`src/rtl/reg_write_arbiter_if.sv`:
```
// Write-port bus for reg_write_arbiter: two writeback requesters plus the
// registered register-file write port and the conflict counter.
interface reg_write_arbiter_if #(
    parameter int DATA_W = 16,
    parameter int ADDR_W = 3,
    parameter int CNT_W  = 8
);
    logic              hold;
    logic              req_a;
    logic [ADDR_W-1:0] addr_a;
    logic [DATA_W-1:0] data_a;
    logic              ack_a;
    logic              req_b;
    logic [ADDR_W-1:0] addr_b;
    logic [DATA_W-1:0] data_b;
    logic              ack_b;
    logic              wr_en;
    logic [ADDR_W-1:0] wr_addr;
    logic [DATA_W-1:0] wr_data;
    logic [CNT_W-1:0]  conflict_cnt;

    modport slave (
        input  hold, req_a, addr_a, data_a, req_b, addr_b, data_b,
        output ack_a, ack_b, wr_en, wr_addr, wr_data, conflict_cnt
    );

    modport master (
        output hold, req_a, addr_a, data_a, req_b, addr_b, data_b,
        input  ack_a, ack_b, wr_en, wr_addr, wr_data, conflict_cnt
    );
endinterface

```
`src/rtl/reg_write_arbiter.sv`:
```
// Round-robin arbiter sharing one register-file write port between ALU (A)
// and load (B) writeback. Define R0_DISCARD_EN to drop writes to register 0.
module reg_write_arbiter #(
    parameter int DATA_W = 16,
    parameter int ADDR_W = 3,
    parameter int CNT_W  = 8
) (
    input logic                CLK,
    input logic                R,
    reg_write_arbiter_if.slave bus
);

    typedef enum logic {
        PORT_A = 1'b0,
        PORT_B = 1'b1
    } port_e;

    port_e             last_grant_q, last_grant_d;
    logic              wr_en_q, wr_en_d;
    logic [ADDR_W-1:0] wr_addr_q, wr_addr_d;
    logic [DATA_W-1:0] wr_data_q, wr_data_d;
    logic [CNT_W-1:0]  cnt_q, cnt_d;

    logic              grant_a, grant_b, granted, conflict, write_ok;
    logic [ADDR_W-1:0] sel_addr;
    logic [DATA_W-1:0] sel_data;

    // Acks are combinational so a requester sees its grant in the same cycle.
    always_comb begin
        // NOTE: every output of an always_comb gets a default first, so no path
        // leaves it unassigned and no latch is inferred.
        grant_a = 1'b0;
        grant_b = 1'b0;
        if (R && !bus.hold) begin
            if (bus.req_a && (!bus.req_b || last_grant_q == PORT_B)) begin
                grant_a = 1'b1;
            end else if (bus.req_b) begin
                grant_b = 1'b1;
            end
        end
        granted  = grant_a | grant_b;
        conflict = !bus.hold && bus.req_a && bus.req_b;
        sel_addr = grant_a ? bus.addr_a : bus.addr_b;
        sel_data = grant_a ? bus.data_a : bus.data_b;
`ifdef R0_DISCARD_EN
        write_ok = granted && (sel_addr != '0);
`else
        write_ok = granted;
`endif
    end

    always_comb begin
        wr_en_d      = 1'b0;
        wr_addr_d    = wr_addr_q;
        wr_data_d    = wr_data_q;
        last_grant_d = last_grant_q;
        cnt_d        = cnt_q;
        if (write_ok) begin
            wr_en_d   = 1'b1;
            wr_addr_d = sel_addr;
            wr_data_d = sel_data;
        end
        // A discarded R0 write still spends the round-robin turn.
        if (granted) begin
            last_grant_d = grant_a ? PORT_A : PORT_B;
        end
        if (conflict && cnt_q != '1) begin
            cnt_d = cnt_q + 1'b1;
        end
    end

    always_ff @(posedge CLK or negedge R) begin
        if (!R) begin
            wr_en_q      <= 1'b0;
            wr_addr_q    <= '0;
            wr_data_q    <= '0;
            cnt_q        <= '0;
            last_grant_q <= PORT_B;
        end else begin
            // NOTE: state flops use non-blocking assignment so every flop samples
            // the pre-edge values regardless of statement order.
            wr_en_q      <= wr_en_d;
            wr_addr_q    <= wr_addr_d;
            wr_data_q    <= wr_data_d;
            cnt_q        <= cnt_d;
            last_grant_q <= last_grant_d;
        end
    end

    assign bus.ack_a        = grant_a;
    assign bus.ack_b        = grant_b;
    assign bus.wr_en        = wr_en_q;
    assign bus.wr_addr      = wr_addr_q;
    assign bus.wr_data      = wr_data_q;
    assign bus.conflict_cnt = cnt_q;

endmodule

```
`src/flat_wrapper.sv`:
```
// flat-port wrapper written by rule: the top's interface ports become plain ports
module reg_write_arbiter_flat 
#(
    parameter int DATA_W = 16,
    parameter int ADDR_W = 3,
    parameter int CNT_W  = 8
)
  (CLK, R, bus_hold, bus_req_a, bus_addr_a, bus_data_a, bus_req_b, bus_addr_b, bus_data_b, bus_ack_a, bus_ack_b, bus_wr_en, bus_wr_addr, bus_wr_data, bus_conflict_cnt);
  reg_write_arbiter_if #(.DATA_W(DATA_W), .ADDR_W(ADDR_W), .CNT_W(CNT_W)) bus_i ();
  input logic CLK;
  input logic R;
  input wire logic [$bits(bus_i.hold)-1:0] bus_hold;
  input wire logic [$bits(bus_i.req_a)-1:0] bus_req_a;
  input wire logic [$bits(bus_i.addr_a)-1:0] bus_addr_a;
  input wire logic [$bits(bus_i.data_a)-1:0] bus_data_a;
  input wire logic [$bits(bus_i.req_b)-1:0] bus_req_b;
  input wire logic [$bits(bus_i.addr_b)-1:0] bus_addr_b;
  input wire logic [$bits(bus_i.data_b)-1:0] bus_data_b;
  output wire logic [$bits(bus_i.ack_a)-1:0] bus_ack_a;
  output wire logic [$bits(bus_i.ack_b)-1:0] bus_ack_b;
  output wire logic [$bits(bus_i.wr_en)-1:0] bus_wr_en;
  output wire logic [$bits(bus_i.wr_addr)-1:0] bus_wr_addr;
  output wire logic [$bits(bus_i.wr_data)-1:0] bus_wr_data;
  output wire logic [$bits(bus_i.conflict_cnt)-1:0] bus_conflict_cnt;
  assign bus_i.hold = bus_hold;
  assign bus_i.req_a = bus_req_a;
  assign bus_i.addr_a = bus_addr_a;
  assign bus_i.data_a = bus_data_a;
  assign bus_i.req_b = bus_req_b;
  assign bus_i.addr_b = bus_addr_b;
  assign bus_i.data_b = bus_data_b;
  assign bus_ack_a = bus_i.ack_a;
  assign bus_ack_b = bus_i.ack_b;
  assign bus_wr_en = bus_i.wr_en;
  assign bus_wr_addr = bus_i.wr_addr;
  assign bus_wr_data = bus_i.wr_data;
  assign bus_conflict_cnt = bus_i.conflict_cnt;
  reg_write_arbiter #(.DATA_W(DATA_W), .ADDR_W(ADDR_W), .CNT_W(CNT_W)) u_core (.CLK(CLK), .R(R), .bus(bus_i));
endmodule
```
`config.mk`:
```
export PLATFORM = sky130hd
export DESIGN_NAME = reg_write_arbiter_flat
export DESIGN_NICKNAME = d
export VERILOG_FILES = /design/src/rtl/reg_write_arbiter_if.sv /design/src/rtl/reg_write_arbiter.sv /design/src/flat_wrapper.sv
export SDC_FILE = /design/constraint.sdc
export NUM_CORES = 1
export LEC_CHECK = 0
export CAP_MARGIN = 20
export CORE_ASPECT_RATIO = 1.1
export CORE_MARGIN = 4
export CORE_UTILIZATION = 40
export CTS_CLUSTER_SIZE = 8
export DETAILED_ROUTE_END_ITERATION = 7
export MAX_ROUTING_LAYER = met4
export PLACE_DENSITY = 0.82
export RECOVER_POWER = 50
export SKIP_LAST_GASP = 1
export SLEW_MARGIN = 40
export SYNTH_ARGS = -nofsm -noshare
export SYNTH_HDL_FRONTEND = slang
export SYNTH_SLANG_ARGS = --single-unit
```
`constraint.sdc`:
```
create_clock -name CLK -period 2.7 [get_ports CLK]
set_input_delay 0.405 -clock CLK [delete_from_list [all_inputs] [get_ports CLK]]
set_output_delay 0.405 -clock CLK [all_outputs]
set_load 0.01 [all_outputs]
```
; After elaboration in Yosys (flattened, before gate mapping)
; Cells that the tools add are included.
[totals]
ff_bits = 29
out_inout_bits = 30
elab_cells = 25
[op_classes]
add_sub_neg = 1
n_eq_ne = 1
muxes = 9
bitwise_logic = 1
reduce_logical = 8
[ops]
columns = op, count
row1 = two-way mux 16 bit, 1
row2 = adder 8 x 1 -> 8 bit (second input constant), 1
row3 = inequality test 8 bit (second input constant), 1
row4 = two-way mux 1 bit, 7
row5 = logical AND 1 bit, 5
row6 = two-way mux 3 bit, 1
row7 = zero test 1 bit, 2
row8 = logical OR 1 bit, 1
row9 = bitwise OR 1 bit, 1

; Logic depth before layout (Yosys ltp)
; Gate-level depths: netlist of run 1.
[depth]
word_depth = 7
depth_mapped = 5
depth_no_buf = 5

; Worst setup path after synthesis of run 1
; No wires, ideal clock.
[synth_timing]
path_kind = input-to-output
from = input bus_hold
to = output bus_ack_b
t_arrival_ns = 1.072
path_slack_ns = 1.223
stages = 3
n_path_buf = 1
cell_sequence = nand3b_1 > buf_2 > a21oi_1
[synth_between]
elab_chain_len = 3
[synth_lines]
columns = item, line_no
row1 = from (decl), flat_wrapper.sv:12  ; input wire logic [$bits(bus_i.hold)-1:0] bus_hold;
row2 = zero test 1 bit, reg_write_arbiter.sv:34  ; if (R && !bus.hold) begin
row3 = logical AND 1 bit, reg_write_arbiter.sv:34
row4 = two-way mux 1 bit, reg_write_arbiter.sv:34
row5 = to (decl), flat_wrapper.sv:20  ; output wire logic [$bits(bus_i.ack_b)-1:0] bus_ack_b;
; Every way passes these cells.

; Worst setup path after layout of run 1
[layout_timing]
from = input bus_req_b
to = output bus_ack_a
[layout_between]
elab_chain_len = 5
[layout_lines]
columns = item, line_no
row1 = from (decl), flat_wrapper.sv:16  ; input wire logic [$bits(bus_i.req_b)-1:0] bus_req_b;
row2 = zero test 1 bit, reg_write_arbiter.sv:35  ; if (bus.req_a && (!bus.req_b || last_grant_q == PORT_B)) begin
row3 = logical OR 1 bit, reg_write_arbiter.sv:35
row4 = logical AND 1 bit, reg_write_arbiter.sv:35
row5 = two-way mux 1 bit, reg_write_arbiter.sv:35
row6 = two-way mux 1 bit, reg_write_arbiter.sv:34
row7 = to (decl), flat_wrapper.sv:19  ; output wire logic [$bits(bus_i.ack_a)-1:0] bus_ack_a;
; Every way passes these cells.

==> impl_metrics.py, run 1 <==
metrics = {
    "timing": {
        "finalCriticalPeriod_ns": 2.28,
        "timing.final.max_slew_violations": 0,
        "timing.clock.skew_ns": 0.00912,
        "hold_violation_total_from_the_final_report": 0,
        "postLayoutSetupSlackWorst_ns": 0.419,
        "final_min_period_over_clock_period_pct": 84.5,
        "totalNegativeSetupSlack_ns": 0,
        "rsz_0062_raised_after_global_routing": "false",
        "timing.fmax_ghz": 0.438,
        "timing.final.setup_violations": 0,
        "relSlewSlack_pct": 1.38,
        "worst_slew_pin_slew_ns": 1.48,
    },
    "power_and_ir_drop": {
        "p_leak_nw": 1.00,
        "powerDensity_nw_per_um2": 633,
        "vdd.ir_drop.worst_mv": 0.428,
    },
    "detailed_routing": {
        "final_antenna_net_count": 0,
        "wl_per_cell_um": 14.8,
        "drt-total-wl_um": 3540,
        "detail_route.first_pass.iterations": 3,
        "dr.first_iter.drc_count": 42,
        "via_count": 1229,
        "post_drt_via_cell_ratio": 5.14,
        "drc": 0,
    },
    "global_routing": {
        "grt_first_pass_wirelength_um": 6090,
        "grt_overflow": 0,
        "grt_util_all_layers_pct": 17.9,
        "gr-max-usage-layer": "met2",
        "grt_use_met2_pct": 30.2,
        "largest_net_degree_at_the_start_of_global_routing": 40,
        "antenna_violations_before_repair": 0,
        "first_global_vias": 1299,
        "met3_usage_pct": 6.49,
        "grtUsageMet1_pct": 19.6,
    },
    "synth": {
        "ys_seq_area_share_pct": 53.6,
        "synth_largest_type_area_fraction_pct": 51.7,
        "post_synth_instance_area_um2": 1360,
        "synth_async_sr_flop_share_pct": 100,
        "yosys.area.top_type": "sky130_fd_sc_hd__dfrtp_1",
        "synth_enable_flop_cells": 0,
        "synth_ff_type": "sky130_fd_sc_hd__dfrtp_1",
        "yosys_warnings": 0,
        "post_synth_num_cell_types": 27,
        "synth.ff_latch_count": 29,
        "synthesis.nets": 172,
        "gate_count_after_technology_mapping": 128,
        "syn_area_per_cell_um2": 10.6,
        "synth.area.top_cells": "sky130_fd_sc_hd__dfrtp_1 (52%), sky130_fd_sc_hd__mux2i_1 (14%), sky130_fd_sc_hd__a21oi_1 (8.5%), sky130_fd_sc_hd__nor2_1 (6.1%), sky130_fd_sc_hd__dfstp_2 (1.9%)",
    },
    "clocking": {
        "clock-sinks": 29,
        "post-cts-setup-buffers": 0,
        "post_cts_hold_buffer_count": 0,
        "clock-root-buffer": "sky130_fd_sc_hd__clkbuf_4",
        "clk_pin_slew_worst_paths_ns": 0.08,
        "cts_tree": "built",
        "clk_path_buf_depth": 2,
        "numCtsBuffers": 5,
        "ctsHtreeMaxLevel": 2,
        "cts-resized-gates": 0,
        "clock_latency_ns": 0.32,
    },
    "worst_hold_path": {
        "min_path_type": "flip-flop to flip-flop",
    },
    "finish": {
        "n_antenna_cell": 0,
        "layout.cells.non_filler": 239,
        "drive_gt1_share_pct": 5.85,
        "nNetsFinal": 248,
        "syn_to_final_growth_pct": 58.8,
        "fin_util_pct": 68.3,
    },
    "die": {
        "die_h_um": 69.1,
        "rows": 21,
        "ioPinCount": 73,
        "core_area_um2": 3150,
        "floorplan.die_area_um2": 4390,
        "start_util_pct": 43.0,
        "die_width_um": 63.5,
    },
    "placement": {
        "io_buffers": 72,
        "place.detailed.hpwl_um": 2770,
        "place.gp.congestion": 0.812,
        "dpl_worst_slack_ns": 0.544,
        "post-place-cells": 231,
    },
    "worst_setup_path": {
        "path_max_fanout": 3,
        "crit_chain": "dlygate4sd3_1 > nand2b_1 > nand4b_1 > inv_1 > clkdlybuf4s50_1",
        "worstPathRequired_ns": 2.30,
        "worstPathArrival_ns": 1.88,
        "critPathMaxStageDelay_ns": 0.58,
        "critical_path_start_type": "input port",
        "setup_crit_path_kind": "input port to primary output",
        "crit_path_top_delay_cell": "sky130_fd_sc_hd__dlygate4sd3_1",
        "endpoint_kind": "primary output",
    },
    "flow_run": {
        "max-cap-violations": 0,
    },
    "status": {
        "status": "completed",
    },
}
[registers in the layout, indices dropped and copies added (netlist names)]
name and flops:
u_core.bus.wr_addr 3, u_core.bus.conflict_cnt 8, u_core.bus.wr_en 1, u_core.bus.wr_data 16, u_core.last_grant_q 1
[worst max-delay path, delay by kind of cell]
family	cells	cell delay [ns]
buffers and inverters	3	1.22
AND/OR/NAND/NOR	2	0.25
[path summary, 6_finish.rpt]
check,from,slack [ns],cells past startpoint,end
max,bus_req_b,0.42,5,bus_ack_a
min,u_core.last_grant_q,0.47,2,u_core.last_grant_q
max reg2reg,u_core.last_grant_q,0.98,5,u_core.bus.wr_data[6]
min reg2reg,u_core.last_grant_q,0.47,2,u_core.last_grant_q
max in group asynchronous,R,0.76,2,u_core.bus.wr_en
min in group asynchronous,R,1.08,2,u_core.bus.conflict_cnt[5]
[synth_stat cells, types with 2 or more instances]
cell	count
sky130_fd_sc_hd__nand2_1	5
sky130_fd_sc_hd__mux2i_1	19
sky130_fd_sc_hd__xnor2_1	2
sky130_fd_sc_hd__a21oi_1	23
sky130_fd_sc_hd__xor2_1	2
sky130_fd_sc_hd__clkbuf_1	2
sky130_fd_sc_hd__buf_2	2
sky130_fd_sc_hd__dfrtp_1	28
sky130_fd_sc_hd__nand3_1	2
sky130_fd_sc_hd__nor2_1	22
sky130_fd_sc_hd__nand4_1	2
sky130_fd_sc_hd__inv_1	3
sky130_fd_sc_hd__mux2_2	2
[final cells by class]
cell class	count	area [um2]
fill	250	1000
timing repair buffer	75	737
sequential	29	727
multi-input combinational	90	577
clock buffer	8	58.8
tap	34	42.5
inverter	3	11.3
[stage by stage]
step	power (mW)	instance area (um2)	hold slack (ns)
after floorplan	0.806	1360	0.109
after global routing	1.45	2150	0.508
after global placement	1.10	2110	0.450
final	1.36	2150	0.474
after detailed placement	1.12	2110	0.453
after CTS	1.39	2170	0.464
[where the power goes]
part	internal (mW)	total [mW]	switching (mW)	leakage, nW
Sequential	0.535	0.613	0.0771	0.341
Clock	0.128	0.263	0.135	0.0326
Combinational	0.300	0.486	0.187	0.631
Total	0.963	1.36	0.398	1.00
[cells in the final DEF (no fill, tap or decap), drive strengths merged, types with 2 or more instances in the layout]
| cell type | n |
|---|---|
| nand2 | 5 |
| dfrtp | 28 |
| xor2 | 2 |
| dlygate4sd3 | 2 |
| a21oi | 23 |
| xnor2 | 2 |
| nand3 | 2 |
| clkbuf | 10 |
| clkdlybuf4s50 | 70 |
| nand4 | 2 |
| inv | 3 |
| mux2i | 19 |
| mux2 | 3 |
| nor2 | 22 |
[routing by layer]
| metal | wire length, um | part of all wire, % | vias to the layer above |
|---|---|---|---|
| li1 | - | - | 595 |
| met1 | 1430 | 40 | 570 |
| met2 | 1760 | 50 | 57 |
| met3 | 291 | 8.2 | 7 |
| met4 | 59 | 1.7 | 0 |
| met5 | 0 | 0 | - |
[cells by family after synthesis]
| group | after synthesis | share of synthesized area, % |
|---|---|---|
| muxes | 22 | 16.8 |
| DFF | 29 | 53.6 |
| AOI/OAI and AO/OA | 24 | 8.86 |
| adders and majority gates | 1 | 0.922 |
| xor gates and xnor gates | 4 | 2.58 |
| buffers and inverters | 9 | 2.95 |
| and+or+nand+nor | 39 | 14.3 |
Power figures use the tool's default switching activity.
==> inputs of run 2 (changes only) <==
Settings changed: CORE_UTILIZATION 40 to 38, PLACE_DENSITY 0.82 to 0.78.
Clock period 2.7 ns to 2.3 ns, I/O delays scaled along.
==> run 2 against run 1 <==
Net effect:
- the run now ends with max-capacitance violations, max-slew violations left
- flip-flop and latch count unchanged
- power is 16% higher
- critical endpoint is now bus_ack_b
- wire length is 2.6% lower
- combinational power increased by 16%
- register-to-register slack worse by 0.26 ns
- sequential share of layout area down 0.14 points
==> impl_metrics.py, run 2 (synthesis gave the netlist of run 1 again) <==
metrics = {
    "status": {
        "status": "finished with violations",
        "violations": "max-capacitance violations, max-slew violations",
    },
    "worst_setup_path": {
        "worstPathArrival_ns": 1.78,
        "crit_path_top_delay_cell": "sky130_fd_sc_hd__clkdlybuf4s50_1",
        "crit_chain": "dlygate4sd3_1 > nand3b_1 > a21oi_1 > clkdlybuf4s50_1",
        "critical_path.n_buffers_inverters": 2,
        "path_max_fanout": 3,
        "setup_crit_path_kind": "input port to primary output",
        "worstPathRequired_ns": 1.96,
        "critical_path_start_type": "input port",
        "path_delay_family": "buffers and inverters",
        "critPathMaxStageDelay_ns": 0.56,
        "endpoint_kind": "primary output",
    },
    "timing": {
        "timing.clock.skew_ns": 0.0128,
        "rsz_0062_raised_after_global_routing": "false",
        "relSlewSlack_pct": -0.726,
        "totalNegativeSetupSlack_ns": 0,
        "timing.fmax_ghz": 0.470,
        "worst_slew_pin_slew_ns": 1.51,
        "finalCriticalPeriod_ns": 2.13,
        "hold_violation_total_from_the_final_report": 0,
        "timing.final.setup_violations": 0,
        "timing.final.max_slew_violations": 30,
        "postLayoutSetupSlackWorst_ns": 0.173,
        "final_min_period_over_clock_period_pct": 92.5,
    },
    "detailed_routing": {
        "post_drt_via_cell_ratio": 4.71,
        "met1Wirelength_um": 1350,
        "wl_per_cell_um": 13.6,
        "drt-total-wl_um": 3450,
        "drc": 0,
        "met2RoutedLength_um": 1830,
        "final_antenna_net_count": 0,
        "via_count": 1191,
        "top_signal_layer_used": "met4",
        "dr.first_iter.drc_count": 22,
        "detail_route.first_pass.iterations": 3,
        "wl_met3_um": 227,
    },
    "placement": {
        "io_buffers": 72,
        "post_dp_cell_area_um2": 2130,
        "place.gp.congestion": 0.865,
        "dpl_worst_slack_ns": 0.280,
        "place.detailed.hpwl_um": 2710,
    },
    "global_routing": {
        "antenna_violations_before_repair": 0,
        "grt_first_pass_wirelength_um": 5920,
        "first_global_vias": 1259,
        "grt_util_all_layers_pct": 17.2,
        "largest_net_degree_at_the_start_of_global_routing": 40,
        "grt_overflow": 0,
    },
    "flow_run": {
        "max-cap-violations": 1,
    },
    "die": {
        "rows": 22,
        "start_util_pct": 40.1,
        "floorplan.die_area_um2": 4590,
        "core_area_um2": 3390,
        "die_h_um": 70.7,
        "die_width_um": 65.0,
        "ioPinCount": 73,
    },
    "finish": {
        "drive_gt1_share_pct": 6.34,
        "syn_to_final_growth_pct": 59.4,
        "largest_register_ffs": 16,
        "nNetsFinal": 248,
        "filler_cell_count": 291,
        "n_antenna_cell": 0,
        "area_of_the_multi_input_gates_um2": 577,
        "ff_latch_area_um2": 727,
        "mostFrequentLayoutCell": "sky130_fd_sc_hd__clkdlybuf4s50_1",
        "layout.cells.most_common_list": "sky130_fd_sc_hd__clkdlybuf4s50_1 (71), sky130_fd_sc_hd__dfrtp_1 (28), sky130_fd_sc_hd__a21oi_1 (23)",
        "post_layout_inst_area_um2": 2160,
    },
    "clocking": {
        "post_cts_hold_buffer_count": 0,
        "clock-sinks": 29,
        "post-cts-setup-buffers": 0,
        "clk_path_buf_depth": 2,
        "clock_latency_ns": 0.32,
        "cts_tree": "built",
        "ctsHtreeMaxLevel": 2,
        "cts-resized-gates": 0,
        "numCtsBuffers": 5,
        "clock-root-buffer": "sky130_fd_sc_hd__clkbuf_4",
        "clk_pin_slew_worst_paths_ns": 0.09,
    },
    "power_and_ir_drop": {
        "p_leak_nw": 1.00,
        "vdd.ir_drop.worst_mv": 0.505,
        "powerDensity_nw_per_um2": 729,
    },
    "worst_hold_path": {
        "min_path_type": "flip-flop to flip-flop",
    },
}
==> run 2: cell types whose count changed in the layout (fill, tap and decap cells not counted), sizes merged <==
cell | before | now
clkbuf | 10 | 9
dlygate4sd3 | 2 | 1
clkinv | 0 | 1
clkdlybuf4s50 | 70 | 71
==> run 2: per-stage QoR <==
step                      power, mW  cells  utilization [%]  hold WS, ns
after CTS                      1.61    253             64.4        0.469
after floorplan               0.946    128                -       0.0494
after detailed placement       1.32    245             62.9        0.457
after global routing           1.69    253             63.9        0.498
final                          1.58    253             63.9        0.463
after global placement         1.30    245             62.9        0.447
==> run 2: area by class of cell <==
cell class | instances | area share (%)
tap | 48 | 2.78
inverter | 3 | 0.521
clock inverter | 1 | 0.231
sequential | 29 | 33.6
clock buffer | 7 | 2.08
timing repair buffer | 75 | 34.1
multi-input combinational | 90 | 26.7
==> run 2: path summary, 6_finish.rpt <==
check / startpoint / endpoint / slack (ns) / cells past startpoint
setup / recovery: bus_hold / bus_ack_b / 0.17 / 4
hold / removal: u_core.last_grant_q / u_core.last_grant_q / 0.46 / 2
setup reg to reg: u_core.bus.conflict_cnt[0] / u_core.bus.conflict_cnt[6] / 0.72 / 5
hold reg to reg: u_core.last_grant_q / u_core.last_grant_q / 0.46 / 2
max in group asynchronous: R / u_core.bus.conflict_cnt[5] / 0.48 / 2
min in group asynchronous: R / u_core.bus.wr_en / 0.93 / 2
==> run 2: routing by layer <==
layer	vias up	track usage [%]
met3	5	5.87
met4	0	6.81
met1	560	18.8
met5	-	-
li1	589	-
met2	37	28.5
==> run 2: worst reg2reg max path: stages, from the launching register on <==
cell and delay (ns):
sky130_fd_sc_hd__dfrtp_1 0.42, sky130_fd_sc_hd__ha_1 0.22, sky130_fd_sc_hd__nand2_1 0.09, sky130_fd_sc_hd__nor2b_1 0.21, sky130_fd_sc_hd__and4_1 0.24, sky130_fd_sc_hd__mux2_4 0.29
==> run 2: report_power, final <==
group / leakage (nW) / internal, mW / total (mW) / switching, mW
sequential: 0.341 / 0.629 / 0.722 / 0.0930
combinational: 0.631 / 0.352 / 0.566 / 0.214
clock: 0.0293 / 0.119 / 0.287 / 0.168
